**src/rtl/call_conditioner.sv**
```systemverilog
// Lift call conditioner: synchronizes and debounces floor buttons and limit switches,
// then queues floor calls in arrival order and presents the head as a one-hot request.
module call_conditioner #(
  parameter int unsigned DEBOUNCE_CYCLES = 16
) (
  input  logic       CLK,
  input  logic       RESET,
  input  logic [2:0] BTN,
  input  logic [2:0] FC_RAW,
  output logic [2:0] P,
  output logic [2:0] FC,
  output logic [2:0] PEND,
  output logic [1:0] COUNT
);

  localparam int unsigned NIN = 6;
  localparam int unsigned NF  = 3;
  localparam int unsigned CW  = 16;
  localparam logic [CW-1:0] LAST = CW'(DEBOUNCE_CYCLES - 1);

  logic [NIN-1:0] raw;
  logic [NIN-1:0] sync1;
  logic [NIN-1:0] sync2;
  logic [NIN-1:0] stab;
  logic [CW-1:0]  cnt [NIN];
  logic [NF-1:0]  btn_q;
  logic [NF-1:0]  call;

  logic [1:0]     q   [NF];
  logic [1:0]     q_n [NF];
  logic [1:0]     count_n;
  logic [NF-1:0]  pend_n;
  logic [NF-1:0]  head_oh;
  logic [NF-1:0]  p_n;
  logic           pop;

  // Floor ID (1..3) to one-hot bitmap; 0 maps to no floor.
  function automatic logic [NF-1:0] floor_oh(input logic [1:0] f);
    case (f)
      2'd1:    floor_oh = 3'b001;
      2'd2:    floor_oh = 3'b010;
      2'd3:    floor_oh = 3'b100;
      default: floor_oh = 3'b000;
    endcase
  endfunction

  assign raw = {FC_RAW, BTN};

  // Two-flop synchronizers for all six raw inputs.
  always_ff @(posedge CLK) begin
    if (RESET) begin
      sync1 <= '0;
      sync2 <= '0;
    end else begin
      sync1 <= raw;
      sync2 <= sync1;
    end
  end

  // Per-input debounce: stable value follows only after a full run of disagreement.
  always_ff @(posedge CLK) begin
    if (RESET) begin
      stab <= '0;
      for (int i = 0; i < NIN; i++) cnt[i] <= '0;
    end else begin
      for (int i = 0; i < NIN; i++) begin
        if (sync2[i] == stab[i]) begin
          cnt[i] <= '0;
        end else if (cnt[i] == LAST) begin
          stab[i] <= sync2[i];
          cnt[i]  <= '0;
        end else begin
          cnt[i] <= cnt[i] + CW'(1);
        end
      end
    end
  end

  always_ff @(posedge CLK) begin
    if (RESET) begin
      btn_q <= '0;
      FC    <= '0;
    end else begin
      btn_q <= stab[NF-1:0];
      FC    <= stab[NIN-1:NF];
    end
  end

  assign call = stab[NF-1:0] & ~btn_q;

  // Queue update: pop first, then pushes in ascending floor order; checks use pre-edge state.
  always_comb begin
    q_n     = q;
    count_n = COUNT;
    pend_n  = PEND;
    head_oh = floor_oh(q[0]);
    pop     = (COUNT != 2'd0) && ((FC & head_oh) != 3'b000);
    p_n     = (COUNT != 2'd0) ? head_oh : 3'b000;
    if (pop) begin
      q_n[0]  = q[1];
      q_n[1]  = q[2];
      q_n[2]  = 2'd0;
      count_n = COUNT - 2'd1;
      pend_n  = PEND & ~head_oh;
    end
    for (int k = 0; k < NF; k++) begin
      if (call[k] && !PEND[k] && !((COUNT == 2'd0) && FC[k]) && (count_n != 2'd3)) begin
        for (int s = 0; s < NF; s++) begin
          if (2'(s) == count_n) q_n[s] = 2'(k + 1);
        end
        count_n   = count_n + 2'd1;
        pend_n[k] = 1'b1;
      end
    end
  end

  always_ff @(posedge CLK) begin
    if (RESET) begin
      for (int s = 0; s < NF; s++) q[s] <= 2'd0;
      COUNT <= 2'd0;
      PEND  <= '0;
      P     <= '0;
    end else begin
      q     <= q_n;
      COUNT <= count_n;
      PEND  <= pend_n;
      P     <= p_n;
    end
  end

endmodule

```
**config.mk**
```make
export PLATFORM = sky130hd
export DESIGN_NAME = call_conditioner
export DESIGN_NICKNAME = d
export VERILOG_FILES = /design/src/rtl/call_conditioner.sv
export SDC_FILE = /design/constraint.sdc
export NUM_CORES = 1
export LEC_CHECK = 0
export CAP_MARGIN = 20
export CORE_MARGIN = 3
export CORE_UTILIZATION = 40
export CTS_BUF_LIST = sky130_fd_sc_hd__clkbuf_8 sky130_fd_sc_hd__clkbuf_16
export CTS_CLUSTER_SIZE = 24
export DETAILED_ROUTE_END_ITERATION = 10
export DONT_BUFFER_PORTS = 1
export GPL_TIMING_DRIVEN = 0
export SYNTH_ARGS = -nofsm -noshare
export SYNTH_HDL_FRONTEND = slang
export SYNTH_SLANG_ARGS = --single-unit
```
**constraint.sdc**
```tcl
create_clock -name CLK -period 5.1 [get_ports CLK]
set_input_delay 0.51 -clock CLK [delete_from_list [all_inputs] [get_ports CLK]]
set_output_delay 0.51 -clock CLK [all_outputs]
set_load 0.05 [all_outputs]
```
==> results of run 1 <==
[repair_timing]
action / CTS / global route
pin swaps: 0 / 1
resized for setup: 1 / 4
hold buffers: 0 / 0
setup endpoints to repair: 2 / 4
setup buffers: 0 / 3
[cells in the final DEF (no fill, tap or decap), types with 7 or more instances in the layout]
master,netlist,layout
nor2_1,123,123
edfxtp_1,96,96
conb_1,1,96
nand2_1,49,49
xor2_1,48,48
dfxtp_1,38,37
nand3_1,36,36
xnor2_1,36,36
and3_1,32,32
nand4_1,26,26
nor2b_1,20,20
clkbuf_16,0,20
nor4_1,18,18
clkbuf_1,16,15
inv_1,12,13
a21oi_1,13,13
ha_1,13,13
mux2i_1,10,10
o21ai_0,8,8
or3_1,7,7
[where the power goes]
part	switching, W	internal (W)
clock	0.000469	0.000733
sequential	0.0000497	0.00121
combinational	0.000136	0.0000835
total	0.000655	0.00202
[flip-flops by register name (all words and copies together), names as in the netlist]
register  cells
btn_q         3
P             3
COUNT         2
stab          6
sync2         6
cnt          96
q             6
sync1         6
FC            3
PEND          3
[worst max-delay path, cell delays in order (launching register included)]
cell      delay (ns)
dfxtp_1         0.75
inv_1           0.17
ha_1            0.24
clkbuf_2        0.20
a22o_1          0.30
a311oi_4        0.37
inv_1           0.12
ha_1            0.24
or4b_4          0.51
nor2_1          0.16
buf_4           0.20
xnor2_2         0.19
inv_2           0.10
ha_1            0.32
nand2b_1        0.17
a31oi_1         0.07
o31ai_2         0.36
o21ai_1         0.12
[metrics by stage]
stage	std cells	total power, W	worst slack, ns	TNS, ns
floorplan	764	0.00143	0.692	0
global placement	984	0.00148	-0.0573	-0.0709
detailed placement	984	0.00148	-0.103	-0.171
CTS	1016	0.00270	0.0670	0
global route	1019	0.00280	0.0706	0
finish	1019	0.00268	0.379	0
[per-layer routing]
layer	vias to the layer above	global-route usage (%)
li1	2549	-
met1	2404	19.7
met2	99	25.4
met3	16	5.30
met4	6	4.71
met5	-	0
[kinds of logic (layout without fill, tap and decap cells)]
family,count (synthesis),count (layout)
compound gates,57,57
xor+xnor,85,85
fa+ha+maj,13,13
buf+inv,33,68
flops,134,134
mux,13,13
other cells,1,96
simple gates,333,333
[cell type report]
| class | instances | share of cell area, % |
|---|---|---|
| Timing Repair Buffer | 3 | 0.276 |
| Inverter | 13 | 0.599 |
| Multi-Input combinational cell | 597 | 42.7 |
| Buffer | 20 | 1.06 |
| Clock inverter | 10 | 0.768 |
| Sequential cell | 134 | 44.7 |
| Tap cell | 220 | 3.38 |
| Clock buffer | 22 | 6.48 |
[final timing paths]
kind / from / end / slack [ns] / cells after the start
max: COUNT[1] / q[1] / 0.38 / 17
min: FC_RAW[2] / sync1[5] / 0.22 / 1
max reg2reg: COUNT[1] / q[1] / 0.38 / 17
min reg2reg: sync1[1] / sync2[1] / 0.44 / 1
==> results.json, run 1 <==
{
  "synth_area_um2": 6890,
  "synth_cells": 669,
  "fp.dieW_um": 137,
  "cp.arrival_ns": 5.01,
  "slew_violations": 0,
  "cts_buffers": 17,
  "antenna_found_initial": 3,
  "synth_top_cell_by_area": "edfxtp_1",
  "nNetsFinal": 807,
  "yosysWarningCount": 0,
  "synth_edf_count": 96,
  "tritoncts": "built",
  "setup_violations": 0,
  "synth_top_family_by_area": "simple AND/OR/NAND/NOR gates",
  "ys_types": 58,
  "rsz0062_at_grt": "no",
  "synth.yosys.seq_area_share_pct": 52.9,
  "grt_pass1_wl_mm": 23.3,
  "clkSlewWorstSetupHoldPaths_ns": 0.06,
  "worst_setup_path_start_kind": "register",
  "io_pins": 19,
  "start_util_pct": 41.3,
  "yosysTopAreaCellShare_pct": 41.8,
  "finalHoldViolations": 0,
  "grt_pass1_vias": 5070,
  "wl_met1_mm": 6.37,
  "coreArea_um2": 16700,
  "synth_top_flop_cell": "edfxtp_1",
  "clock-sinks": 134,
  "synth_simple_gate_area_share_pct": 23.7,
  "drtAntennaViolNets": 0,
  "design_area_um2": 8150,
  "drtIter0Drc": 348,
  "max-cap-violations": 0,
  "synthTopCellsByArea": "edfxtp_1 42%, dfxtp_1 11%, nor2_1 6.7%, xor2_1 6.1%, xnor2_1 4.6%",
  "htreeDepth": 4,
  "synth_xor_area_share_pct": 10.9,
  "finClkSkew_ns": 0.00800,
  "insertion_delay_ns": 0.42,
  "status": "completed",
  "critPathRequiredTime_ns": 5.39,
  "fmax_mhz": 212,
  "wl_met3_um": 787,
  "utilization_pct": 48.8,
  "yosys-top-cells-count": "123 x nor2_1, 96 x edfxtp_1, 49 x nand2_1, 48 x xor2_1, 38 x dfxtp_1",
  "vdd_drop_max_v": 0.000251,
  "postSynth.asyncResetShare_pct": 0,
  "met2_length_mm": 6.31,
  "fill_cells": 1554,
  "power_density_nw_per_um2": 329,
  "firstDrtPassIters": 5,
  "avgSynthCellArea_um2": 10.3,
  "synthAdderAreaFrac_pct": 2.36,
  "die_area_um2": 18800,
  "leakage_nw": 3.02,
  "crit_path_end_kind": "register",
  "post-route-drc-count": 0,
  "fin_hold_ws_ns": 0.222,
  "synth_mux_area_share_pct": 2.11,
  "regArea_um2": 3640,
  "rows": 47,
  "port_buffers": 0,
  "routed.top_layer": "met5",
  "dpl.hpwl_mm": 9.83,
  "syn_to_final_growth_pct": 18.2,
  "num_antenna_cells": 0,
  "clk_path_buf_depth": 2,
  "worst_slew_pin_slew_ns": 0.713,
  "worstHoldPathType": "input pin to register",
  "vias": 5074,
  "post-route-min-period_ns": 4.72,
  "die_y_um": 137,
  "fin_crit_sh_pct": 92.6,
  "via_per_inst": 4.98,
  "track_usage_pct": 15.6,
  "wl_per_cell_um": 13.4,
  "totalWireLength_mm": 13.6,
  "ys_seq_elements": 134,
  "place_area_um2": 7520,
  "worst-path-max-fanout": 10,
  "gp_congestion": 0.888,
  "multi_input_area_um2": 3480,
  "drive_above_1_share_pct": 6.63,
  "root_buffer": "clkbuf_16",
  "grt_max_degree": 17,
  "relSlewSlack_pct": 52.4,
  "crit_type": "register to register",
  "yosysMostFrequentCell": "nor2_1",
  "globalRoute.totalOverflow": 0,
  "synth-compound-area-share_pct": 6.07
}
No activity file was read; power rests on OpenSTA's default activity.
==> inputs of run 2 (changes only) <==
==> constraint.sdc (replaced) <==
create_clock -name CLK -period 5.1 [get_ports CLK]
set_input_delay 0.255 -clock CLK [delete_from_list [all_inputs] [get_ports CLK]]
set_output_delay 0.255 -clock CLK [all_outputs]
set_load 0.05 [all_outputs]
==> run 2 against run 1 <==
Core utilization grew 0.36 points. Sequential power is essentially flat. Cell count grew 0.59%. Highest routed layer is now met4. Global-route usage is essentially flat. Critical endpoint unchanged. Critical path depth is the same. Hold slack gained 0.22 ns. First-iteration DRC count shrank 0.86%. Die area is the same. Clock power is essentially flat. Largest cell class unchanged. Routed wire length grew 0.31%. Setup slack lost 0.0076 ns.
==> results.json, run 2 (same netlist as run 1, synthesis figures left out) <==
{
  "fin_crit_sh_pct": 92.7,
  "fp.dieW_um": 137,
  "critPathSlowestCell": "dfxtp_1",
  "largest_reg_flops": 96,
  "nNetsFinal": 813,
  "num_antenna_cells": 0,
  "vdd_drop_max_v": 0.000251,
  "drtAntennaViolNets": 0,
  "tritoncts": "built",
  "clkSlewWorstSetupHoldPaths_ns": 0.06,
  "r2r_slack_ns": 0.37,
  "port_buffers": 0,
  "slew_violations": 0,
  "fin_hold_ws_ns": 0.442,
  "hold_start": "sync1[1]",
  "whs_endpoint": "sync2[1]",
  "worstHoldPathType": "register to register",
  "crit_family": "compound AO/OA/AOI/OAI gates",
  "start_util_pct": 41.3,
  "finalHoldViolations": 0,
  "track_usage_pct": 15.6,
  "totalWireLength_mm": 13.7,
  "dpl.hpwl_mm": 9.83,
  "reg2reg_from": "COUNT[1]",
  "via_per_inst": 4.97,
  "path_cells": "inv_1 -> ha_1 -> clkbuf_2 -> a22o_1 -> a311oi_4 -> inv_1 -> ha_1 -> or4b_4 -> nor2_1 -> buf_4 -> xnor2_2 -> inv_2 -> ha_1 -> nand2b_1 -> a31oi_1 -> o31ai_2 -> o21ai_1",
  "firstDrtPassIters": 5,
  "worst-path-max-fanout": 10,
  "post-route-min-period_ns": 4.73,
  "top_register": "cnt",
  "clk_path_buf_depth": 2,
  "die_area_um2": 18800,
  "clock-sinks": 134,
  "fill_cells": 1547,
  "r2r-end": "q[1]",
  "wl_per_cell_um": 13.4,
  "coreArea_um2": 16700,
  "max-cap-violations": 0,
  "rows": 47,
  "vias": 5093,
  "grt_pass1_vias": 5065,
  "status": "completed",
  "drive_above_1_share_pct": 6.58,
  "finClkSkew_ns": 0.00793,
  "relSlewSlack_pct": 52.5,
  "layout_commonest_cell": "nor2_1",
  "insertion_delay_ns": 0.42,
  "gp_congestion": 0.888,
  "slowest_delay_ns": 0.75,
  "path_buf_inv": 5,
  "io_pins": 19,
  "crit_path_end_kind": "register",
  "worstRegToRegCells": 17,
  "worst_slew_pin_slew_ns": 0.712,
  "cp.arrival_ns": 5.01,
  "leakage_nw": 3.05,
  "critPathRequiredTime_ns": 5.39,
  "worst_setup_path_start_kind": "register",
  "layout_common_cells": "123 x nor2_1, 96 x edfxtp_1, 96 x conb_1",
  "grt_pass1_wl_mm": 23.3,
  "crit_type": "register to register",
  "power_density_nw_per_um2": 327,
  "globalRoute.totalOverflow": 0,
  "cts_buffers": 17,
  "grt_max_degree": 17,
  "hold_depth": 1,
  "rsz0062_at_grt": "no",
  "htreeDepth": 4,
  "die_y_um": 137,
  "cp_common_cell": "ha_1",
  "root_buffer": "clkbuf_16",
  "antenna_found_initial": 0,
  "fmax_mhz": 211,
  "setup_violations": 0,
  "tns_ns": 0,
  "drtIter0Drc": 345,
  "post-route-drc-count": 0,
  "syn_to_final_growth_pct": 19.1
}
## run 2: area by class of cell
class	count	area, µm²	share of cell area (%)
sequential	134	3640	44.4
multi-input combinational	597	3480	42.4
buffer	20	86.3	1.05
inverter	13	48.8	0.595
timing repair buffer	9	82.6	1.01
clock buffer	22	528	6.43
tap	220	275	3.35
clock inverter	10	62.6	0.762
## run 2: metrics by stage
step                      total power (W)  cells  area, µm²  util, %  setup slack [ns]
after floorplan                   0.00143    764       7250        -             0.692
after global placement            0.00148    984       7520     45.0           -0.0573
after detailed placement          0.00148    984       7520     45.0            -0.103
after CTS                         0.00270   1022       8170     48.9            0.0670
after global routing              0.00280   1025       8210     49.1            0.0706
final                             0.00268   1025       8210     49.1             0.372
## run 2: power breakdown
group	switching, W	total, W	leakage, nW	internal (W)
Clock	0.000468	0.00120	0.300	0.000733
Sequential	0.0000497	0.00126	1.30	0.00121
Combinational	0.000138	0.000224	1.45	0.0000866
Total	0.000656	0.00268	3.05	0.00203
## run 2: worst max path at each step
stage,start,to,slack (ns),depth (start not counted)
2_1_floorplan,COUNT[0],q[1],0.69,18
3_3_place_gp,COUNT[0],q[1],-0.06,18
3_5_place_dp,COUNT[0],q[1],-0.10,18
4_1_cts,COUNT[0],q[1],0.07,18
5_1_grt,COUNT[1],q[1],0.07,17
6_report,COUNT[1],q[1],0.37,17
## run 2: metal layers
metal / share of wire [%] / up-vias / GRT usage, %
li1: - / 2561 / -
met1: 48 / 2428 / 20.0
met2: 46 / 91 / 25.3
met3: 4.9 / 13 / 4.86
met4: 0.99 / 0 / 4.71
met5: 0 / - / 0
## run 2: repair_timing
item / in CTS / in global routing
gates resized for setup: 1 / 4
pin swaps: 0 / 1
endpoints found under the setup margin: 2 / 4
hold buffers: 6 / 0
setup buffers: 0 / 3
hold endpoints to repair: 6 / 0
